## config.mk

```make
export PLATFORM = sky130hd
export DESIGN_NAME = wb_sram_bridge
export DESIGN_NICKNAME = d
export VERILOG_FILES = /design/src/rtl/wb_sram_bridge.sv
export SDC_FILE = /design/constraint.sdc
export NUM_CORES = 1
export LEC_CHECK = 0
export ABC_AREA = 0
export CAP_MARGIN = 20
export CORE_MARGIN = 1
export CORE_UTILIZATION = 34
export CTS_CLUSTER_SIZE = 10
export DETAILED_ROUTE_END_ITERATION = 16
export PLACE_DENSITY = 0.77
export SLEW_MARGIN = 20
export SYNTH_ARGS = -nofsm -noshare
export SYNTH_HDL_FRONTEND = slang
export SYNTH_SLANG_ARGS = --single-unit
export TNS_END_PERCENT = 5
```

## constraint.sdc

```tcl
create_clock -name clk -period 3 [get_ports clk]
set_input_delay 0.6 -clock clk [delete_from_list [all_inputs] [get_ports clk]]
set_output_delay 0.6 -clock clk [all_outputs]
set_load 0.05 [all_outputs]
```

## src/rtl/wb_sram_bridge.sv

```systemverilog
// ---------------------------------------------------------------------------
// wb_sram_bridge
//
// Wishbone-classic slave that carries 32-bit CPU word accesses onto the
// request interface of a 48-bit external static-RAM controller. Each bus
// word occupies the low DATA_W bits of one SRAM location. The upper bits are
// written as zero and are discarded on reads. Only one transaction is in
// flight at a time. The CPU stalls until ack.
//
// Ports
//   clk         in   1        single clock, all state on the rising edge
//   rst         in   1        asynchronous active-high reset
//   stb         in   1        bus strobe, held by the master until ack
//   addra       in   30       word address (byte address [31:2])
//   dina        in   DATA_W   write data
//   wea         in   1        1 = write, 0 = read
//   douta       out  DATA_W   read data, registered, holds the last read
//   ack         out  1        transfer complete, registered
//   sram_stb    out  1        request to the SRAM controller, registered
//   sram_addra  out  SRAM_AW  SRAM word address
//   sram_dina   out  SRAM_DW  SRAM write data, {zero, dina}
//   sram_we     out  1        SRAM write enable
//   sram_douta  in   SRAM_DW  SRAM read data, valid while sram_ack = 1
//   sram_ack    in   1        SRAM completion; may rise in the same cycle
//                             as sram_stb
// ---------------------------------------------------------------------------
module wb_sram_bridge #(
    parameter int SRAM_AW = 20,
    parameter int DATA_W  = 32,
    parameter int SRAM_DW = 48
) (
    input  logic               clk,
    input  logic               rst,

    // Wishbone-classic slave side
    input  logic               stb,
    input  logic [29:0]        addra,
    input  logic [DATA_W-1:0]  dina,
    input  logic               wea,
    output logic [DATA_W-1:0]  douta,
    output logic               ack,

    // SRAM controller request side
    output logic               sram_stb,
    output logic [SRAM_AW-1:0] sram_addra,
    output logic [SRAM_DW-1:0] sram_dina,
    output logic               sram_we,
    input  logic [SRAM_DW-1:0] sram_douta,
    input  logic               sram_ack
);

    typedef enum logic [1:0] {
        S_IDLE = 2'd0,   // waiting for a strobe
        S_REQ  = 2'd1,   // request presented to SRAM, waiting for sram_ack
        S_DONE = 2'd2    // ack raised, waiting for the master to drop stb
    } state_t;

    state_t               state_q;
    logic                 ack_q;
    logic                 sram_stb_q;
    logic                 sram_we_q;
    logic [SRAM_AW-1:0]   sram_addr_q;
    logic [SRAM_DW-1:0]   sram_data_q;
    logic [DATA_W-1:0]    douta_q;

    // The upper address bits alias the SRAM modulo 2^SRAM_AW words.
    // The upper SRAM read bits hold no bus data. Both are dropped on purpose.
    logic unused_bits;
    assign unused_bits = ^{addra[29:SRAM_AW], sram_douta[SRAM_DW-1:DATA_W]};

    // -----------------------------------------------------------------------
    // Single-process FSM. Every output comes straight from a flop, so the
    // bus and the SRAM controller never see a combinational path through
    // the bridge.
    // -----------------------------------------------------------------------
    // NOTE: every register here takes <= so all flops update together from
    // values sampled at the same edge. Blocking = would let a later line see
    // this cycle's new value and build a different circuit.
    always_ff @(posedge clk or posedge rst) begin
        if (rst) begin
            // Reset clears all outputs at once. Any transaction in flight is
            // dropped.
            state_q     <= S_IDLE;
            ack_q       <= 1'b0;
            sram_stb_q  <= 1'b0;
            sram_we_q   <= 1'b0;
            sram_addr_q <= '0;
            sram_data_q <= '0;
            douta_q     <= '0;
        end else begin
            case (state_q)
                S_IDLE: begin
                    ack_q <= 1'b0;
                    if (stb) begin
                        // Capture the request once. Later changes on
                        // addra/dina/wea do not affect this transaction.
                        sram_addr_q <= addra[SRAM_AW-1:0];
                        sram_data_q <= {{(SRAM_DW-DATA_W){1'b0}}, dina};
                        sram_we_q   <= wea;
                        sram_stb_q  <= 1'b1;
                        state_q     <= S_REQ;
                    end
                end

                S_REQ: begin
                    // Request fields stay frozen until the controller
                    // completes. The SRAM op is never cancelled.
                    if (sram_ack) begin
                        sram_stb_q <= 1'b0;
                        sram_we_q  <= 1'b0;
                        if (!sram_we_q) begin
                            douta_q <= sram_douta[DATA_W-1:0];
                        end
                        if (stb) begin
                            ack_q   <= 1'b1;
                            state_q <= S_DONE;
                        end else begin
                            // The master gave up while the SRAM was busy.
                            // Finish quietly with no ack.
                            state_q <= S_IDLE;
                        end
                    end
                end

                S_DONE: begin
                    // Hold ack until the master drops stb. A new request is
                    // taken only from IDLE, so stb must be low for at least
                    // one cycle between transfers.
                    if (!stb) begin
                        ack_q   <= 1'b0;
                        state_q <= S_IDLE;
                    end
                end

                default: begin
                    ack_q      <= 1'b0;
                    sram_stb_q <= 1'b0;
                    sram_we_q  <= 1'b0;
                    state_q    <= S_IDLE;
                end
            endcase
        end
    end

    assign douta      = douta_q;
    assign ack        = ack_q;
    assign sram_stb   = sram_stb_q;
    assign sram_addra = sram_addr_q;
    assign sram_dina  = sram_data_q;
    assign sram_we    = sram_we_q;

endmodule

```

==> results_dict.tcl, run 1 <==
set metrics [dict create \
    status "complete, no violations" \
    gp_congestion 0.670 \
    synth-seq-cells 89 \
    synthDistinctLibCells 23 \
    path_clk_slew_ps 80 \
    grt_pass1_wl_microns 12400 \
    cp-start-kind "register" \
    ys_seq_area_frac 0.601 \
    peakVddDrop_v 0.000566 \
    holdWs_ps 510 \
    cp_slowest_cell "clkdlybuf4s50_1" \
    hold_class "register to register" \
    die_height_microns 106 \
    max_clock_freq_mhz 435 \
    path_class "register to output port" \
    finalPower_uw 5610 \
    overflow 0 \
    postRouteAntennaNets 0 \
    chipWidth_microns 106 \
    syn_inst 222 \
    route.detailed.drc 0 \
    avgSynthCellArea_sq_um 16.7 \
    dp_hpwl_microns 5840 \
    drtIter0Drc 50 \
    drive_gt1_frac 0.260 \
    dpl_cell_area_sq_um 5510 \
    dieArea_sq_um 11300 \
    htreeDepth 3 \
    cp_max_fo 4 \
    hold_viol_final 0 \
    crit_buf_inv 1 \
    wl_microns 7760 \
    cts_resized 0 \
    rows 37 \
    yosys_warnings 0 \
    dp.cells 528 \
    avgRoutedWirePerCell_microns 14.3 \
    yosys.area.top_type "dfrtp_1" \
    layout_common_cells "175 x clkdlybuf4s50_1, 89 x dfrtp_1, 54 x mux2_2, 30 x mux2_4, 16 x conb_1" \
    cts_made_buffers 9 \
    relSlewSlack 0.574 \
    power_density_nw_per_um2 984 \
    critPathCaptureType "output port" \
    pin_count 218 \
    antenna_found_initial 0 \
    syn_area_sq_um 3700 \
    cap_violations 0 \
    layout_commonest_cell "clkdlybuf4s50_1" \
    fillers 901 \
    period_needed_ps 2300 \
    synthTopCellsByArea "dfrtp_1 60%, mux2_2 16%, mux2_4 12%" \
    period_share 0.767 \
    worstPathArrival_ps 1700 \
    critPathMaxStageDelay_ps 870 \
    setup_viol 0 \
    cts_tree "yes" \
    post_cts.repair.setup_buffers 0 \
    gr-usage-all-layers 0.142 \
    cts_hold_buffers 0 \
    initial_core_util 0.354 \
    path_cells "clkdlybuf4s50_1" \
    first_global_vias 2525 \
    report.final.slew_viol_count 0 \
    final_cell_area_sq_um 5700 \
    p_leak_uw 0.00242 \
    syn_to_final_growth_pct 54.0 \
    tns_ps 0 \
    skew_ps 7.66 \
    cpLargestDelayFamily "buffers and inverters" \
    critPathRequiredTime_ps 2400 \
    first_pass_iters 4 \
    grt_max_degree 53 \
    fin_nets 518 \
    synth_top_area_share 0.601 \
    ctsLongestPathBuffers 2 \
    worst_skew_pair.late_latency_ps 350 \
    core-area_sq_um 10500 \
    numPortBuffers 175 \
    stdcell_count 544 \
    multiInputGateArea_sq_um 1290 \
    rsz0062_at_grt "no" \
    cts-root-buf "clkbuf_8" \
    diodes 0 \
    cts.sinks 89 \
    viasPerCell 4.36 \
    vias 2373 \
    tightest_slew_ps 638 \
    seq_area_sq_um 2230 \
]
-- flip-flops by register name, indices dropped and copies added, names as in the netlist --
name,cells
douta,32
ack,1
sram_we,1
sram_addra,20
state_q,2
sram_stb,1
sram_dina,32
-- layer usage --
metal	track usage	vias to the layer above	part of all wire
li1	-	1096	-
met1	0.175	1143	0.43
met2	0.225	123	0.47
met3	0.0435	11	0.087
met4	0.0655	0	0.017
met5	0	-	0
-- kinds of logic (layout without fill, tap and decap cells) --
group / count (synthesis) / after routing / share of synthesized area
flip-flops: 89 / 89 / 0.601
buffers and inverters: 28 / 199 / 0.0659
other: 1 / 16 / 0.00101
AND/OR/NAND/NOR: 13 / 13 / 0.0328
multiplexers: 85 / 85 / 0.289
AO/OA/AOI/OAI: 6 / 6 / 0.0105
-- metrics by stage --
step,setup slack [ps],util
floorplan,93.1,-
finish,699,0.545
global placement,599,0.527
global route,638,0.545
detailed placement,576,0.527
CTS,663,0.545
-- synthesized netlist by cell type --
| cell | n |
|---|---|
| or2b_1 | 1 |
| buf_6 | 6 |
| a21oi_1 | 2 |
| mux2_2 | 54 |
| o211ai_1 | 1 |
| mux2_4 | 30 |
| nand3b_1 | 1 |
| nand3_1 | 1 |
| nor2_8 | 2 |
| nand2b_4 | 1 |
| dfrtp_1 | 89 |
| a21o_1 | 1 |
| buf_4 | 16 |
| nand3b_4 | 1 |
| a21boi_0 | 1 |
| buf_8 | 3 |
| inv_1 | 3 |
| mux2i_1 | 1 |
| conb_1 | 1 |
| nor2_1 | 3 |
| nand2_1 | 1 |
| o22ai_1 | 1 |
| nand2b_1 | 2 |
-- path summary, 6_finish.rpt --
path | to | slack (ps) | cells past startpoint | startpoint
min in group asynchronous | sram_dina[14] | 640 | 2 | rst
setup reg to reg | douta[29] | 1190 | 4 | state_q[0]
setup / recovery | sram_we | 700 | 1 | sram_we
hold reg to reg | sram_dina[4] | 510 | 1 | sram_dina[4]
hold / removal | sram_dina[4] | 510 | 1 | sram_dina[4]
max in group asynchronous | sram_dina[3] | 1700 | 3 | rst
-- cell type report --
class,instances,share of cell area
Tap cell,136,0.0298
Inverter,3,0.00219
Clock inverter,2,0.00658
Timing Repair Buffer,180,0.318
Multi-Input combinational cell,120,0.226
Sequential cell,89,0.391
Clock buffer,14,0.0268
-- where the power goes --
group          switching [uW]  internal [uW]  total (uW)
Sequential                227           1590        1820
Combinational            1820           1170        2990
Clock                     393            410         803
Total                    2440           3170        5610
No activity file was read; power rests on OpenSTA's default activity.
==> inputs of run 2 (changes only) <==
- CORE_UTILIZATION: 34 -> 38
- PLACE_DENSITY: 0.77 -> 0.82
- clock period: 3 -> 2.15 ns (I/O delays scaled with it)
==> results_dict.tcl, run 2 (synthesis gave the netlist of run 1 again) <==
set metrics [dict create \
    status "complete, no violations" \
    final_util 0.621 \
    hold_start "sram_stb" \
    first_global_vias 2575 \
    crit_buf_inv 1 \
    cts.sinks 89 \
    cts-root-buf "clkbuf_8" \
    gp_congestion 0.713 \
    worstPathArrival_ps 1550 \
    final_cell_area_sq_um 5790 \
    rows 35 \
    cp.depth 1 \
    cp_max_fo 3 \
    dp_hpwl_microns 6130 \
    vias 2374 \
    cp-start-kind "register" \
    regToRegStartpoint "state_q[0]" \
    tightest_slew_ps 528 \
    cap_violations 0 \
    die_height_microns 101 \
    rsz0062_at_grt "no" \
    worst_skew_pair.late_latency_ps 340 \
    skew_ps 13.3 \
    avgRoutedWirePerCell_microns 15.0 \
    finalPower_uw 7950 \
    p_leak_uw 0.00246 \
    fillers 729 \
    cp_slowest_cell "clkdlybuf4s50_1" \
    route.detailed.drc 0 \
    dieArea_sq_um 10100 \
    rr_endpoint "douta[26]" \
    cts_made_buffers 9 \
    viasPerCell 4.40 \
    critPathRequiredTime_ps 1720 \
    wl_microns 8100 \
    tns_ps 0 \
    gr-usage-all-layers 0.165 \
    max_clock_freq_mhz 506 \
    period_needed_ps 1980 \
    layout_commonest_cell "clkdlybuf4s50_1" \
    hold_viol_final 0 \
    holdPathStages 1 \
    numPortBuffers 175 \
    period_share 0.920 \
    ctsLongestPathBuffers 2 \
    hold_class "register to register" \
    cts_resized 0 \
    dpl_cell_area_sq_um 5580 \
    drive_gt1_frac 0.277 \
    peakVddDrop_v 0.000873 \
    grt_max_degree 90 \
    grt_pass1_wl_microns 12700 \
    chipWidth_microns 101 \
    pin_count 218 \
    layout_common_cells "174 x clkdlybuf4s50_1, 89 x dfrtp_1, 54 x mux2_2, 30 x mux2_4, 16 x conb_1" \
    report.final.slew_viol_count 0 \
    syn_to_final_growth_pct 56.3 \
    regToRegSetupSlack_ps 540 \
    setup_viol 0 \
    initial_core_util 0.397 \
    diodes 0 \
    relSlewSlack 0.647 \
    antenna_found_initial 0 \
    reg2reg_depth 4 \
    power_density_nw_per_um2 1370 \
    cpLargestDelayFamily "buffers and inverters" \
    path_class "register to output port" \
    critPathMaxStageDelay_ps 840 \
    cts_hold_buffers 0 \
    cts_tree "yes" \
    critPathCaptureType "output port" \
    core-area_sq_um 9330 \
    overflow 0 \
    postRouteAntennaNets 0 \
    path_cells "clkdlybuf4s50_1" \
    first_pass_iters 4 \
    path_clk_slew_ps 80 \
    worstHoldEndpoint "sram_stb" \
    fin_nets 521 \
    htreeDepth 3 \
    drtIter0Drc 29 \
    post_cts.repair.setup_buffers 0 \
]
## run 2: layout make-up
type	instances	area, sq um	share of cell area
Clock buffer	11	151	0.0262
Clock inverter	5	60.1	0.0104
Inverter	3	15.0	0.00259
Multi-Input combinational cell	120	1290	0.223
Sequential cell	89	2230	0.385
Tap cell	129	161	0.0279
Timing Repair Buffer	183	1880	0.326
## run 2: worst register-to-register path: stages (launching register included)
cell      delay (ps)
dfrtp_1          620
nand3b_4         160
nor2_8           230
buf_12           190
mux2_4           310
## run 2: report_power, final
group          internal [uW]  switching [uW]
sequential              2220             316
combinational           1660            2560
clock                    608             586
## run 2: per-layer routing
| metal | vias up | part of all wire | global-route usage |
|---|---|---|---|
| met4 | 0 | 0.011 | 0.0635 |
| met1 | 1144 | 0.38 | 0.184 |
| met5 | - | 0 | 0 |
| li1 | 1102 | - | - |
| met3 | 9 | 0.088 | 0.0492 |
| met2 | 119 | 0.52 | 0.295 |
## run 2: how the worst max path moves through the flow
stage,end,slack (ps),startpoint
floorplan,ack,680,rst
global placement,douta[22],230,sram_ack
detailed placement,douta[26],190,sram_ack
CTS,sram_dina[0],150,sram_dina[0]
global route,sram_addra[13],120,sram_addra[13]
finish,ack,170,ack
## run 2: metrics by stage
| step | hold WS [ps] | instances | setup WS, ps |
|---|---|---|---|
| floorplan | 490 | 237 | 684 |
| global placement | 488 | 524 | 226 |
| detailed placement | 490 | 524 | 194 |
| CTS | 511 | 540 | 149 |
| global route | 518 | 540 | 118 |
| finish | 505 | 540 | 172 |
